`src/rtl/baccarat_pkg.sv`:
```
// Shared types and constants for the baccarat deal sequencer.
package baccarat_pkg;

  typedef enum logic [3:0] {
    S_RST, S_P1, S_D1, S_P2, S_D2, S_EVAL_P, S_P3, S_EVAL_D, S_D3, S_SCORE, S_DONE
  } state_e;

  localparam logic [3:0] NATURAL_MIN     = 4'd8;
  localparam logic [3:0] PLAYER_DRAW_MAX = 4'd5;

  // Face cards, tens and illegal codes all count as zero.
  function automatic logic [3:0] card_value(input logic [3:0] code);
    return (code >= 4'd1 && code <= 4'd9) ? code : 4'd0;
  endfunction

endpackage

```
`src/rtl/dealer_draw_rule.sv`:
```
// Dealer third-card table: does the banker draw given its two-card score and
// the value of the player's third card.
module dealer_draw_rule (
  input  logic [3:0] dscore,
  input  logic [3:0] v,
  output logic       draw
);

  always_comb begin
    draw = 1'b0;
    case (dscore)
      4'd0, 4'd1, 4'd2: draw = 1'b1;
      4'd3:             draw = (v != 4'd8);
      4'd4:             draw = (v >= 4'd2) && (v <= 4'd7);
      4'd5:             draw = (v >= 4'd4) && (v <= 4'd7);
      4'd6:             draw = (v >= 4'd6) && (v <= 4'd7);
      default:          draw = 1'b0;
    endcase
  end

endmodule

```
`src/rtl/deal_sequencer.sv`:
```
// Baccarat deal sequencer: steps the datapath through card loads, applies the
// third-card rules and latches the result lights.
module deal_sequencer
  import baccarat_pkg::*;
(
  input  logic       slow_clock,
  input  logic       resetb,
  input  logic [3:0] pscore,
  input  logic [3:0] dscore,
  input  logic [3:0] pcard3,
  output logic       load_pcard1,
  output logic       load_pcard2,
  output logic       load_pcard3,
  output logic       load_dcard1,
  output logic       load_dcard2,
  output logic       load_dcard3,
  output logic       player_win_light,
  output logic       dealer_win_light
);

  state_e     state_q, state_d;
  logic       pwin_q, pwin_d;
  logic       dwin_q, dwin_d;
  logic [3:0] v;
  logic       dealer_draw;
  logic       natural;

  assign v       = card_value(pcard3);
  assign natural = (pscore >= NATURAL_MIN) || (dscore >= NATURAL_MIN);

  dealer_draw_rule u_rule (
    .dscore (dscore),
    .v      (v),
    .draw   (dealer_draw)
  );

  always_ff @(posedge slow_clock or negedge resetb) begin
    if (!resetb) begin
      state_q <= S_RST;
      pwin_q  <= 1'b0;
      dwin_q  <= 1'b0;
    end else begin
      state_q <= state_d;
      pwin_q  <= pwin_d;
      dwin_q  <= dwin_d;
    end
  end

  always_comb begin
    state_d = state_q;
    pwin_d  = pwin_q;
    dwin_d  = dwin_q;
    case (state_q)
      S_RST:    state_d = S_P1;
      S_P1:     state_d = S_D1;
      S_D1:     state_d = S_P2;
      S_P2:     state_d = S_D2;
      S_D2:     state_d = S_EVAL_P;
      S_EVAL_P: begin
        if (natural)                       state_d = S_SCORE;
        else if (pscore <= PLAYER_DRAW_MAX) state_d = S_P3;
        else if (dscore <= PLAYER_DRAW_MAX) state_d = S_D3;
        else                               state_d = S_SCORE;
      end
      S_P3:     state_d = S_EVAL_D;
      S_EVAL_D: state_d = dealer_draw ? S_D3 : S_SCORE;
      S_D3:     state_d = S_SCORE;
      S_SCORE: begin
        state_d = S_DONE;
        pwin_d  = (pscore >= dscore);
        dwin_d  = (dscore >= pscore);
      end
      S_DONE:   state_d = S_DONE;
      default:  state_d = S_RST;
    endcase
  end

  // Loads are a pure decode of the current state.
  always_comb begin
    load_pcard1 = 1'b0;
    load_pcard2 = 1'b0;
    load_pcard3 = 1'b0;
    load_dcard1 = 1'b0;
    load_dcard2 = 1'b0;
    load_dcard3 = 1'b0;
    case (state_q)
      S_P1:    load_pcard1 = 1'b1;
      S_D1:    load_dcard1 = 1'b1;
      S_P2:    load_pcard2 = 1'b1;
      S_D2:    load_dcard2 = 1'b1;
      S_P3:    load_pcard3 = 1'b1;
      S_D3:    load_dcard3 = 1'b1;
      default: ;
    endcase
  end

  assign player_win_light = pwin_q;
  assign dealer_win_light = dwin_q;

endmodule

```
`config.mk`:
```
export PLATFORM = sky130hd
export DESIGN_NAME = deal_sequencer
export DESIGN_NICKNAME = d
export VERILOG_FILES = /design/src/rtl/baccarat_pkg.sv /design/src/rtl/dealer_draw_rule.sv /design/src/rtl/deal_sequencer.sv
export SDC_FILE = /design/constraint.sdc
export NUM_CORES = 1
export LEC_CHECK = 0
export BUFFER_PORTS_ARGS = -buffer_cell sky130_fd_sc_hd__buf_4
export CAP_MARGIN = 0
export CELL_PAD_IN_SITES_DETAIL_PLACEMENT = 0
export CELL_PAD_IN_SITES_GLOBAL_PLACEMENT = 1
export CORE_MARGIN = 4
export CORE_UTILIZATION = 28
export CTS_CLUSTER_DIAMETER = 60
export DETAILED_ROUTE_END_ITERATION = 12
export GPL_TIMING_DRIVEN = 0
export HOLD_SLACK_MARGIN = 0.05
export PLACE_DENSITY_LB_ADDON = 0.1
export SYNTH_ARGS = -nofsm -noshare
export SYNTH_HDL_FRONTEND = slang
export SYNTH_SLANG_ARGS = --single-unit
```
`constraint.sdc`:
```
create_clock -name slow_clock -period 1 [get_ports slow_clock]
set_input_delay 0.25 -clock slow_clock [delete_from_list [all_inputs] [get_ports slow_clock]]
set_output_delay 0.25 -clock slow_clock [all_outputs]
set_load 0.02 [all_outputs]
```
-- Word level (Yosys, flattened, before mapping)
Cells that the tools add are included.
- flip-flop bits (word level): 6
- output and inout port bits: 8
- $lt $le $gt $ge: 12
- equality and inequality tests: 17
- mux-type cells: 13
- reductions and logical operators: 9
- operator list (operator ; number):
    4-bit case mux with 10 select lines ; 1
    4-bit by 3-bit == test with 1-bit output, second input constant ; 7
    4-bit by 2-bit == test with 1-bit output, second input constant ; 4
    4-bit == test, second input constant ; 3
    4-bit by 3-bit <= comparator with 1-bit output, second input constant ; 3
    4-bit 2-to-1 mux ; 3
    4-bit by 1-bit == test with 1-bit output, second input constant ; 2
    4-bit by 3-bit >= comparator with 1-bit output, second input constant ; 2
    4-bit >= comparator ; 2
    4-bit >= comparator, second input constant ; 2
    4-bit zero test ; 2
    1-bit 2-to-1 mux ; 8
    1-bit case mux with 5 select lines ; 1
    4-bit by 1-bit >= comparator with 1-bit output, second input constant ; 1
    4-bit by 2-bit >= comparator with 1-bit output, second input constant ; 1
    4-bit <= comparator, second input constant ; 1
    1-bit logical AND ; 4
    4-bit != test, second input constant ; 1
    3-bit OR reduction ; 1
    2-bit OR reduction ; 1
    1-bit logical OR ; 1

-- Depth between registers and ports, before layout
- word-level depth: 8
- depth in mapped cells: 6
- depth with buffers taken out: 6

-- Modules after synthesis
A second synthesis with hierarchy kept.
- cell total of the unflattened synthesis: 63
- area, all modules: 534.3 sq um
- by module, submodules not included (module ; times used ; cells each ; area each (sq um)):
    deal_sequencer ; 1 ; 57 ; 481.7
    dealer_draw_rule ; 1 ; 6 ; 52.6

-- Worst setup path before layout
OpenSTA, ideal clock, no wires.
- path kind: register -> output
- from: reg state_q[0]
- to: out load_dcard1
- arrival: 1.103 ns
- data required time: 0.750 ns
- setup slack: -0.353 ns
- cell stages (with the launch flop): 4
- path buffers: 1
- path through: dfrtp_1 > buf_2 > nand2b_1 > nor3_1
- cells in the longest elaborated chain, start to end: 2
- ends and longest elaborated chain (what ; line ; RTL):
    start, declared ; deal_sequencer.sv:21 ; state_e state_q, state_d;
    start signal, assigned ; deal_sequencer.sv:43 ; state_q <= state_d;
    4-bit by 2-bit == test with 1-bit output ; deal_sequencer.sv:86 ; case (state_q)
    1-bit 2-to-1 mux ; deal_sequencer.sv:86 ;
    end, declared ; deal_sequencer.sv:14 ; output logic load_dcard1,
Every way passes these cells.

-- Final worst setup path
- from: reg state_q[3]
- to: out load_dcard3
- cells in the longest elaborated chain, start to end: 2
- ends and longest elaborated chain (what ; line ; RTL):
    4-bit == test ; deal_sequencer.sv:86 ;
    1-bit 2-to-1 mux ; deal_sequencer.sv:86 ;
    end, declared ; deal_sequencer.sv:16 ; output logic load_dcard3,
Every way passes these cells.

==> metrics.md <==
| Metric | Value |
|---|---|
| Simple-gate share of the synthesized area | `22.4%` |
| Worst setup endpoint | `load_dcard3` |
| FF-to-FF setup slack | `-0.28 ns` |
| Status | `finished, violations left` |
| Setup TNS Final | `-3.40 ns` |
| Design Area, Final | `1040 um2` |
| DRT antenna net count | `0` |
| Final WL | `1580 um` |
| NumNets Final | `121` |
| Clock Sinks | `6` |
| Final WS setup | `-0.433 ns` |
| Seq/Total Area, Yosys | `29.9%` |
| Row count | `15` |
| RSZ-0062 raised after global routing | `true` |
| TritonCTS buffer count | `3` |
| Netlist cell types | `27` |
| Final Cycle Share | `143%` |
| Die H | `50.3 um` |
| R2R Path End | `state_q[0]` |
| Total gr overflow | `0` |
| #FFs+latches synth | `6` |
| Hold_ws | `0.345 ns` |
| Tmin final | `1.43 ns` |
| Starting Density | `29.4%` |
| Die Wd | `50.3 um` |
| Ys async rst share | `100%` |
| CP arrival | `1.18 ns` |
| Critical path cell sequence | `buf_6 -> nand2b_4 -> nor3_4 -> buf_6` |
| Crit-path most repeated cell | `buf_6` |
| Clk_skew | `0.00490 ns` |
| Worst Path Max Fanout | `5` |
| Multiplexer share of the synthesized area | `0%` |
| Crit path max-delay cell type | `dfrtp_2` |
| Clk_lat worst skew | `0.24 ns` |
| Largest family of logic cells by synthesized area | `compound AO/OA/AOI/OAI gates` |
| Crit end category | `output port` |
| Placed Instances | `109` |
| GRT Overall Usage | `12.7%` |
| DP Area | `792 um2` |
| Synth Flop Type | `dfrtp_1` |
| Leak | `0.481 nW` |
| First-pass GRT wire length | `2430 um` |
| Post-route insts no fill | `127` |
| Number of synthesized flops with an enable pin | `0` |
| Mapped Cells | `63` |
| Hold Fails Final Rpt | `0` |
| Clk pin slew, worst setup/hold paths | `0.05 ns` |
| H-tree depth | `1` |
| Crit path required time | `0.75 ns` |
| Drt wl/cell | `12.4 um` |
| Vias post-DR | `590` |
| CTS tree | `done` |
| Port bufs | `21` |
| Ratio of cells with drive above 1 in the final layout | `60.8%` |
| Largest net degree at the start of global routing | `11` |
| Core area | `1710 um2` |
| Post-synthesis compound-gate area fraction | `27.9%` |
| Max-slew violations | `0` |
| Min-Delay Path Class | `input port to asynchronous set/reset pin` |
| Drt initial violations | `3` |
| Residual DRC | `0` |
| Xor-xnor portion of the synthesized cell area | `0%` |
| Vias in the first global route | `541` |
| First-pass DRT Iterations | `2` |
| Root buffer cell | `clkbuf_4` |
| Area leader, netlist | `dfrtp_1` |
| Antenna violations before repair | `0` |
| Total die area | `2530 um2` |
| Post-Syn Area | `502 um2` |
| Syn Nets | `81` |
| Syn avg cell area | `7.96 um2` |
| DP HPWL | `1020 um` |
| Type of origin of the critical path | `flop` |
| Post-synth top area share | `29.9%` |
| RR Startpoint | `state_q[2]` |
| Ant diodes | `0` |
| Violated checks | `setup timing` |
| Max_cap viols | `0` |
| Synth top area cells | `dfrtp_1 (30%), ha_1 (10%), inv_1 (6.0%)` |
| Setup violators final | `14` |
| Synth-to-Final Area Change | `107%` |
| Setup crit start | `state_q[3]` |
| Fmax | `0.698 GHz` |
| Peak VDD IR | `1390 uV` |
| Routability cong. | `0.667` |
| Synth warn | `0` |
| Vias/cell | `4.65` |
| Ports | `22` |
| Cell depth of the worst flop-to-flop path | `6` |
| Max clock buf depth | `2` |
| Total power divided by cell area | `2760 nW/um2` |
| Worst slew pin tran | `0.271 ns` |
| Crit-path max cell delay | `0.45 ns` |
| Post-Synth Adder-Cell Area | `9.98%` |
| Critical path type | `flop to output port` |
| Max_slew headroom | `81.7%` |
## metrics by stage
step           power [W]  worst slack, ns  util [%]
2_1_floorplan    0.00150           -0.167         -
3_3_place_gp     0.00185           -0.259      46.4
3_5_place_dp     0.00185           -0.263      46.4
4_1_cts          0.00252           -0.432      55.5
5_1_grt          0.00305           -0.500      60.9
6_report         0.00287           -0.433      60.9
## critical path: cells and delay by family (launching register included)
family                 cells  cell delay (ns)
buffers and inverters      2             0.26
DFF                        1             0.45
and+or+nand+nor            2             0.23
## where the power goes
group / leakage, nW / total (W) / internal, W / switching, W
combinational: 0.397 / 0.00217 / 0.00112 / 0.00105
sequential: 0.0698 / 0.000456 / 0.000359 / 0.0000974
clock: 0.0150 / 0.000242 / 0.000151 / 0.0000910
total: 0.481 / 0.00287 / 0.00163 / 0.00124
## worst min-delay path by stage
stage | startpoint | slack, ns | cells past startpoint | end
3_5_place_dp | resetb | 0.06 | 1 | player_win_light
5_1_grt | resetb | 0.35 | 2 | state_q[1]
4_1_cts | resetb | 0.34 | 2 | state_q[1]
3_3_place_gp | resetb | 0.06 | 1 | player_win_light
2_1_floorplan | resetb | -0.05 | 0 | dealer_win_light
6_report | resetb | 0.35 | 2 | state_q[1]
## cells in the mapped netlist, types with 2 or more instances
library cell	n
o21ai_0	2
buf_2	3
nand2b_1	2
ha_1	4
inv_1	8
a31oi_1	2
nand2_1	5
nor2_1	7
nor3_1	5
dfrtp_1	6
a21oi_1	3
## registers in the layout (all words and copies together), names as in the netlist
name,cells
state_q,4
dealer_win_light,1
player_win_light,1
## routing by layer
metal,vias to the layer above,share of wire [%],global-route usage (%)
met5,-,0,0
met4,0,0.95,6.73
met3,2,3.4,2.37
met2,13,53,20.0
met1,267,43,16.2
li1,308,-,-
## kinds of logic after synthesis
kind of cell	count (synthesis)
compound gates	18
fa+ha+maj	4
buf+inv	12
flops	6
simple gates	23
## cell usage in the layout, fill, tap and decap left out, types with 4 or more instances in the layout
master	instances
ha_1	4
inv_1	7
nor3_4	4
dfrtp_1	5
buf_4	21
buf_6	14
## layout make-up
class	instances	area (um2)
clock buffer	4	26.3
fill	153	668
tap	25	31.3
inverter	9	36.3
sequential	6	151
timing repair buffer	35	323
multi-input combinational	45	434
buffer	3	37.5
## timing repair
action                                  CTS  global route
buffers inserted                          7             7
endpoints found under the hold margin     6             0
endpoints found under the setup margin   14            14
hold buffers                              1             0
pin swaps                                 5             8
resized for setup                        13            14
No activity file was read; power rests on OpenSTA's default activity.
